**src/rtl/tilt_pkg.sv**
```systemverilog
`default_nettype none
// ============================================================================
// Module   : tilt_pkg
// Brief    : Shared tilt-stepper state type and default parameter values.
// Revision : 1.0
// ============================================================================
package tilt_pkg;

    typedef enum logic [1:0] {
        CENTER = 2'd0,
        LEFT   = 2'd1,
        RIGHT  = 2'd2
    } tilt_state_t;

    localparam int c_SAMPLE_DIV  = 1000000;
    localparam int c_AVG_LOG2    = 3;
    localparam int c_TH_ON       = 200;
    localparam int c_TH_OFF      = 120;
    localparam int c_REPEAT_AVGS = 4;

endpackage
`default_nettype wire

```
**src/rtl/sample_averager.sv**
```systemverilog
`default_nettype none
// ============================================================================
// Module   : sample_averager
// Brief    : Sample-rate divider and 2^AVG_LOG2 block averager for accel_x.
// Revision : 1.0
// ============================================================================
module sample_averager
    import tilt_pkg::*;
#(
    parameter int SAMPLE_DIV = c_SAMPLE_DIV,
    parameter int AVG_LOG2   = c_AVG_LOG2
) (
    input  logic               clk,
    input  logic               rst_n,
    input  logic [13:0]        accel_x,
    output logic signed [11:0] avg_out,
    output logic               avg_valid
);

    localparam int DIV_W = (SAMPLE_DIV > 1) ? $clog2(SAMPLE_DIV) : 1;
    localparam int ACC_W = 12 + AVG_LOG2;

    logic [DIV_W-1:0]        r_div;
    logic [AVG_LOG2-1:0]     r_cnt;
    logic signed [ACC_W-1:0] r_acc;
    logic signed [11:0]      r_avg;
    logic                    r_upd;
    logic                    r_valid;

    logic                    w_tick;
    logic signed [ACC_W-1:0] w_sample;
    logic signed [ACC_W-1:0] w_sum;
    logic                    w_unused_hi;

    assign w_tick      = (r_div == DIV_W'(SAMPLE_DIV - 1));
    assign w_sample    = {{AVG_LOG2{accel_x[11]}}, accel_x[11:0]};
    assign w_sum       = r_acc + w_sample;
    assign w_unused_hi = ^accel_x[13:12];

    // Upper slice of the sum is the arithmetic right shift by AVG_LOG2 (floor).
    always_ff @(posedge clk) begin
        if (!rst_n) begin
            r_div   <= '0;
            r_cnt   <= '0;
            r_acc   <= '0;
            r_avg   <= '0;
            r_upd   <= 1'b0;
            r_valid <= 1'b0;
        end else begin
            r_upd   <= 1'b0;
            r_valid <= r_upd;
            if (w_tick) begin
                r_div <= '0;
                if (&r_cnt) begin
                    r_avg <= w_sum[ACC_W-1:AVG_LOG2];
                    r_acc <= '0;
                    r_cnt <= '0;
                    r_upd <= 1'b1;
                end else begin
                    r_acc <= w_sum;
                    r_cnt <= r_cnt + 1'b1;
                end
            end else begin
                r_div <= r_div + 1'b1;
            end
        end
    end

    assign avg_out   = r_avg;
    assign avg_valid = r_valid;

endmodule
`default_nettype wire

```
**src/rtl/tilt_stepper.sv**
```systemverilog
`default_nettype none
// ============================================================================
// Module   : tilt_stepper
// Brief    : Tilt direction FSM with hysteresis and auto-repeat step strobes.
// Revision : 1.0
// ============================================================================
module tilt_stepper
    import tilt_pkg::*;
#(
    parameter int SAMPLE_DIV  = c_SAMPLE_DIV,
    parameter int AVG_LOG2    = c_AVG_LOG2,
    parameter int TH_ON       = c_TH_ON,
    parameter int TH_OFF      = c_TH_OFF,
    parameter int REPEAT_AVGS = c_REPEAT_AVGS
) (
    input  logic               clk,
    input  logic               rst_n,
    input  logic [13:0]        accel_x,
    output logic               left,
    output logic               right,
    output logic               step_left,
    output logic               step_right,
    output logic signed [11:0] avg_out,
    output logic               avg_valid
);

    localparam int REP_W = $clog2(REPEAT_AVGS + 1);

    logic signed [11:0] w_avg;
    logic               w_avg_valid;
    logic signed [31:0] w_avg_i;

    tilt_state_t        r_state;
    tilt_state_t        w_state_nxt;
    logic [REP_W-1:0]   r_rep;
    logic [REP_W-1:0]   w_rep_nxt;
    logic [REP_W-1:0]   w_rep_inc;
    logic               w_step_l_nxt;
    logic               w_step_r_nxt;
    logic               r_left;
    logic               r_right;
    logic               r_step_l;
    logic               r_step_r;

    sample_averager #(
        .SAMPLE_DIV (SAMPLE_DIV),
        .AVG_LOG2   (AVG_LOG2)
    ) u_avg (
        .clk       (clk),
        .rst_n     (rst_n),
        .accel_x   (accel_x),
        .avg_out   (w_avg),
        .avg_valid (w_avg_valid)
    );

    assign w_avg_i   = {{20{w_avg[11]}}, w_avg};
    assign w_rep_inc = r_rep + 1'b1;

    always_comb begin
        w_state_nxt  = r_state;
        w_rep_nxt    = r_rep;
        w_step_l_nxt = 1'b0;
        w_step_r_nxt = 1'b0;
        if (w_avg_valid) begin
            case (r_state)
                CENTER: begin
                    if (w_avg_i >= TH_ON)       w_state_nxt = RIGHT;
                    else if (w_avg_i <= -TH_ON) w_state_nxt = LEFT;
                end
                RIGHT: begin
                    if (w_avg_i <= -TH_ON)      w_state_nxt = LEFT;
                    else if (w_avg_i < TH_OFF)  w_state_nxt = CENTER;
                end
                LEFT: begin
                    if (w_avg_i >= TH_ON)       w_state_nxt = RIGHT;
                    else if (w_avg_i > -TH_OFF) w_state_nxt = CENTER;
                end
                default: w_state_nxt = CENTER;
            endcase

            // A held direction counts averages and re-fires the strobe on wrap.
            if (w_state_nxt != r_state) begin
                w_rep_nxt    = '0;
                w_step_l_nxt = (w_state_nxt == LEFT);
                w_step_r_nxt = (w_state_nxt == RIGHT);
            end else if (r_state != CENTER) begin
                if (w_rep_inc == REP_W'(REPEAT_AVGS)) begin
                    w_rep_nxt    = '0;
                    w_step_l_nxt = (r_state == LEFT);
                    w_step_r_nxt = (r_state == RIGHT);
                end else begin
                    w_rep_nxt = w_rep_inc;
                end
            end
        end
    end

    always_ff @(posedge clk) begin
        if (!rst_n) begin
            r_state  <= CENTER;
            r_rep    <= '0;
            r_left   <= 1'b0;
            r_right  <= 1'b0;
            r_step_l <= 1'b0;
            r_step_r <= 1'b0;
        end else begin
            r_state  <= w_state_nxt;
            r_rep    <= w_rep_nxt;
            r_left   <= (w_state_nxt == LEFT);
            r_right  <= (w_state_nxt == RIGHT);
            r_step_l <= w_step_l_nxt;
            r_step_r <= w_step_r_nxt;
        end
    end

    assign left       = r_left;
    assign right      = r_right;
    assign step_left  = r_step_l;
    assign step_right = r_step_r;
    assign avg_out    = w_avg;
    assign avg_valid  = w_avg_valid;

endmodule
`default_nettype wire

```
**config.mk**
```make
export PLATFORM = sky130hd
export DESIGN_NAME = tilt_stepper
export DESIGN_NICKNAME = d
export VERILOG_FILES = /design/src/rtl/tilt_pkg.sv /design/src/rtl/sample_averager.sv /design/src/rtl/tilt_stepper.sv
export SDC_FILE = /design/constraint.sdc
export NUM_CORES = 1
export LEC_CHECK = 0
export ABC_AREA = 1
export CORE_MARGIN = 1.5
export CORE_UTILIZATION = 52
export DETAILED_ROUTE_END_ITERATION = 6
export GPL_TIMING_DRIVEN = 0
export PLACE_DENSITY = 0.76
export SETUP_SLACK_MARGIN = 0.3
export SLEW_MARGIN = 20
export SYNTH_ARGS = -nofsm -noshare
export SYNTH_HDL_FRONTEND = slang
export SYNTH_SLANG_ARGS = --single-unit
export TNS_END_PERCENT = 1
```
**constraint.sdc**
```tcl
create_clock -name clk -period 1.76 [get_ports clk]
set_input_delay 0.44 -clock clk [delete_from_list [all_inputs] [get_ports clk]]
set_output_delay 0.44 -clock clk [all_outputs]
set_load 0.02 [all_outputs]
```
# Word-level counts from Yosys, hierarchy flattened
# Index checks and enable logic that the tools add are counted.
# totals
register_bits	61
in_bits	16
output_inout_bits	17
word_cells	60
# op_classes
add_sub_neg	4
magnitude_cmp	4
eq_ne	9
n_mux	21
n_bitwise	1
reduce_logical	9
# ops
cell	n
adder 20 x 1 -> 20 bit (second input constant)	1
equality test 20 bit (second input constant)	1
two-way mux 2 bit	8
adder 15 x 12 -> 15 bit	1
two-way mux 15 bit	1
>= comparator 12 x 9 -> 1 bit (second input constant)	1
greater-than comparator 12 x 8 -> 1 bit (second input constant)	1
less-or-equal comparator 12 x 9 -> 1 bit (second input constant)	1
less-than comparator 12 x 8 -> 1 bit (second input constant)	1
two-way mux 3 bit	4
two-way mux 1 bit	7
adder 3 x 1 -> 3 bit (second input constant)	2
equality test 2 x 1 -> 1 bit (second input constant)	3
equality test 2 bit (second input constant)	3
one-hot mux 2 bit (3 select lines)	1
AND reduction 2 bit	3
AND reduction 4 bit	1
nonzero test 2 bit	2
equality test 3 bit (second input constant)	1
AND reduction 3 bit	1
logical NOT 2 bit	1
!= test 2 bit	1
OR reduction 2 bit	1
inverter 1 bit	1

# Longest topological paths before layout
# depth
word_depth	8
mapped_depth	13
depth_no_buf	12

# Modules after synthesis
# Synthesis repeated with hierarchy kept, for this count alone.
# hier_totals
cells_unflattened	586
hier_area_um2	3753.6
# modules_own_cells
module	n_inst	cells_per_inst	area_per_inst_um2	seq_area_each_um2
sample_averager	1	475	3085.5	1041.0
tilt_stepper	1	111	668.1	180.2

# Worst setup path before layout
# OpenSTA, ideal clock, no wires.
# synth_timing
kind	input port to flip-flop
from	input port accel_x[0]
to	register u_avg.r_avg[9] (netlist: u_avg.avg_out[9])
setup_time_ps	113
t_arrival_ps	1769
required_ps	1647
slack_ps	-122
stages	9
n_path_buf	0
cell_sequence	ha_1 > inv_1 > fa_1 > o21ai_0 > nand4_1 > nand4_1 > nand2_1 > nor2_1 > nor2_1
# synth_between
elab_chain_cells	1
# synth_lines
element	line_no	source
start, declared	tilt_stepper.sv:18	input logic [13:0] accel_x,
adder 15 x 12 -> 15 bit	sample_averager.sv:37	assign w_sum = r_acc + w_sample;
end signal, assigned	sample_averager.sv:55	r_avg <= w_sum[ACC_W-1:AVG_LOG2];
end, declared	sample_averager.sv:26	logic signed [11:0] r_avg;
# No other way between the ends.
# A chain may end at the register's enable or synchronous reset.

# Final worst setup path
# layout_timing
from	register u_avg.r_div[0]
to	register u_avg.r_acc[8]
# layout_between
elab_chain_cells	1
# layout_lines
element	line_no	source
start, declared	sample_averager.sv:23	logic [DIV_W-1:0] r_div;
start signal, assigned	sample_averager.sv:64	r_div <= r_div + 1'b1;
equality test 20 bit	sample_averager.sv:35	assign w_tick = (r_div == DIV_W'(SAMPLE_DIV - 1));
end signal, assigned	sample_averager.sv:60	r_acc <= w_sum;
end, declared	sample_averager.sv:25	logic signed [ACC_W-1:0] r_acc;
# No other way between the ends.

==> metrics.md <==
| Metric | Value |
|---|---|
| Clock Latency Late Sink | `0.34 ns` |
| Endpoints failing setup | `0` |
| Core ar. | `6390 um^2` |
| Total power | `3.11 mW` |
| IO Pins | `33` |
| Max Clk Rate | `0.593 GHz` |
| Worst vdd ir | `481 uV` |
| Die area | `7160 um^2` |
| Die X | `84.6 um` |
| Vias per cell | `5.45` |
| Diode count | `0` |
| M2 GR Usage | `0.418` |
| Synth area leader | `dfxtp_1` |
| DRT iter0 DRCs | `203` |
| Total grt overflow | `0` |
| GPL Wtd Cong | `0.901` |
| Dominant cells by area after synthesis | `dfxtp_1, nand2_1, ha_1` |
| Pin count of the biggest net entering global routing | `11` |
| CTS clock-pin slew for the worst setup and hold paths | `0.07 ns` |
| Ys async rst share | `0` |
| Worst Path Required | `1.99 ns` |
| RSZ-0062 raised after global routing | `yes` |
| Setup crit start kind | `flop` |
| Post-synth top flop | `dfxtp_1` |
| Least-Margin Pin Slew | `0.383 ns` |
| Final #Nets | `572` |
| ANT nets after route | `0` |
| Vias in the first global route | `3,316` |
| Setup TNS | `0 ns` |
| Global-route wire length before repair | `14,500 um` |
| Clock skew | `0.0137 ns` |
| Min Tclk post-route | `1.69 ns` |
| Area grow syn2layout | `29.2%` |
| Via count | `3,369` |
| Worst Hold Class | `reg2reg` |
| Most used cell, CP | `nand2_4` |
| Num rows | `29` |
| Proportion of layout cells with a drive suffix above 1 | `0.244` |
| CTS Buffer Depth | `2` |
| Worst hold stages | `2` |
| Final hold vios | `0` |
| Avg Cell Area, Syn | `7.12 um^2` |
| Final wirelength | `8640 um` |
| Initial antenna violation count | `0` |
| Die H | `84.6 um` |
| Port bufs | `30` |
| Post-synth EDFFs | `0` |
| Worst Path Max Fanout | `10` |
| Status | `finished clean` |
| Synth top area share | `0.353` |
| # fillers | `516` |
| CTS H-tree lvls | `3` |
| LEAKAGE | `2.04 nW` |
| Gr busiest metal | `met2` |
| Initial Util | `0.542` |
| Post-Syn Area | `3460 um^2` |
| Synth Warn # | `0` |
| Crit-path cells | `ha_4 > nand2_2 > inv_2 > nand2_4 > nor2_4 > nand2_4 > nor2_4 > nand2_2 > nand2_4 > inv_4 > buf_8 > a22o_1` |
| CP max stage cell | `dfxtp_4` |
| Power density over the cells | `695 nW/um^2` |
| Synth unique cells | `40` |
| Slew Limit Fails | `0` |
| Drt wl/cell | `14.0 um` |
| Post-synthesis sequential area ratio | `0.353` |
| Crit share post-route | `0.958` |
| GR Util All Layers | `0.252` |
| Placed cell count | `593` |
| Worst EP arrival | `1.92 ns` |
| Cts hold-fix bufs | `0` |
| 1st-pass router iterations | `4` |
| Synthesized flop and latch total | `61` |
| Met1 track demand over resource | `0.316` |
| CTS sink cnt | `61` |
| Fin util | `0.700` |
| TritonCTS clock tree | `yes` |
| DP HPWL | `5790 um` |
| Syn nets | `522` |
| Slew headroom | `0.745` |
| TritonCTS Buffers | `9` |
| Critical Path Max Stage Delay | `0.37 ns` |
| Reg2reg path depth | `12` |
| Post-Synthesis Cells | `486` |
| CP Capture Type | `flop` |
| M3 GR Usage | `0.0433` |
| Finished Layout Cells | `618` |
| Setup Crit Path Kind | `reg2reg` |
| CTS root buffer | `clkbuf_8` |
| # DRC | `0` |
| Maximum Capacitance Violations | `0` |
[cell usage after synthesis, types with 2 or more instances]
| cell type | n |
|---|---|
| a22o_1 | 3 |
| nand4_1 | 10 |
| inv_1 | 57 |
| nand3b_1 | 2 |
| nor2_2 | 3 |
| a21o_1 | 2 |
| xor2_1 | 11 |
| nand2_1 | 115 |
| o21ai_1 | 4 |
| xnor2_1 | 7 |
| buf_2 | 2 |
| dfxtp_1 | 61 |
| o21ai_0 | 18 |
| or2_2 | 2 |
| nand3_1 | 36 |
| o21ai_2 | 2 |
| a21oi_2 | 3 |
| nor3_4 | 2 |
| inv_2 | 5 |
| nor3_2 | 2 |
| nor2_1 | 57 |
| nor3_1 | 10 |
| a21oi_1 | 30 |
| a31oi_1 | 3 |
| buf_6 | 4 |
| nand2_2 | 3 |
| ha_1 | 19 |
[final cells by class]
class                   instances  area (um^2)  share of cell area
multi-input cells             355         2290               0.511
clock inverters                 3         65.1              0.0145
plain buffers                   8         80.1              0.0179
repair buffers                 39          298              0.0666
inverters                      62          235              0.0526
clock buffers                  13          179              0.0400
well taps                      77         96.3              0.0215
flip-flops and latches         61         1230               0.276
[per-layer routing]
metal | part of all wire | up-vias
li1 | - | 1681
met1 | 0.45 | 1547
met2 | 0.47 | 116
met3 | 0.050 | 25
met4 | 0.029 | 0
met5 | 0 | -
[worst max-delay path: cells and delay by family (launching register included)]
kind / cells / cell delay [ns]
and+or+nand+nor: 7 / 0.60
DFF: 1 / 0.37
buffers and inverters: 3 / 0.28
AOI/OAI and AO/OA: 1 / 0.21
adders and majority gates: 1 / 0.13
[where the power goes]
group          internal (mW)  switching [mW]
Sequential              1.39         0.00571
Clock                  0.951           0.568
Combinational         0.0857           0.111
[path summary, 6_finish.rpt]
path | start | end | slack, ns
setup reg to reg | u_avg.r_div[0]$_SDFF_PP0_ | u_avg.r_acc[8]$_SDFFE_PN0N_ | 0.07
hold / removal | u_avg.r_upd$_SDFF_PN0_ | u_avg.avg_valid$_SDFF_PN0_ | 0.41
setup / recovery | u_avg.r_div[0]$_SDFF_PP0_ | u_avg.r_acc[8]$_SDFFE_PN0N_ | 0.07
hold reg to reg | u_avg.r_upd$_SDFF_PN0_ | u_avg.avg_valid$_SDFF_PN0_ | 0.41
[placed cells by master, fill, tap and decap left out, drive strengths merged]
| master | synthesis | layout |
|---|---|---|
| nand2 | 119 | 119 |
| inv | 62 | 62 |
| dfxtp | 61 | 61 |
| nor2 | 61 | 61 |
| nand3 | 36 | 36 |
| a21oi | 33 | 33 |
| clkbuf | 1 | 27 |
| o21ai | 24 | 24 |
| ha | 19 | 19 |
| buf | 7 | 16 |
| nor3 | 14 | 14 |
| dlygate4sd2 | 0 | 12 |
| nand4 | 11 | 11 |
| xor2 | 11 | 11 |
| xnor2 | 7 | 7 |
| dlymetal6s2s | 0 | 4 |
| a22o | 3 | 3 |
| a31oi | 3 | 3 |
| nand3b | 2 | 2 |
| a21o | 2 | 2 |
| or2 | 2 | 2 |
| bufinv | 0 | 2 |
| nor4 | 2 | 2 |
| o21a | 1 | 1 |
| o211ai | 1 | 1 |
| o22ai | 1 | 1 |
| a211oi | 1 | 1 |
| and3 | 1 | 1 |
| fa | 1 | 1 |
| clkinv | 0 | 1 |
| clkdlybuf4s50 | 0 | 1 |
[stage by stage]
step	hold WS, ns	setup WS, ns	cell area, um^2
global route	0.436	-0.0308	4470
detailed placement	0.401	-0.554	3870
floorplan	0.390	0.108	3470
finish	0.412	0.0735	4470
CTS	0.415	0.0479	4420
global placement	0.394	-0.550	3870
[kinds of logic (layout without fill, tap and decap cells)]
kind of cell / Yosys count / in the layout / share of synthesized area
AND/OR/NAND/NOR: 248 / 248 / 0.327
adder cells (fa/ha/maj): 20 / 20 / 0.0744
AO/OA/AOI/OAI: 69 / 69 / 0.113
buffers and inverters: 70 / 125 / 0.0864
flip-flops: 61 / 61 / 0.353
XOR/XNOR: 18 / 18 / 0.0455
[flip-flops by register name, summed over array words and instances, names as in the netlist]
name             flops
u_avg.r_div         20
u_avg.r_acc         15
u_avg.avg_out       12
r_rep                3
u_avg.r_cnt          3
r_state              2
left                 1
right                1
step_left            1
step_right           1
u_avg.avg_valid      1
u_avg.r_upd          1
[repair_timing]
action | 4_1_cts | 5_1_grt
setup endpoints to repair | 67 | 73
gates resized for setup | 74 | 62
buffers inserted | 9 | 0
pin swaps | 31 | 22
Power figures use the tool's default switching activity.
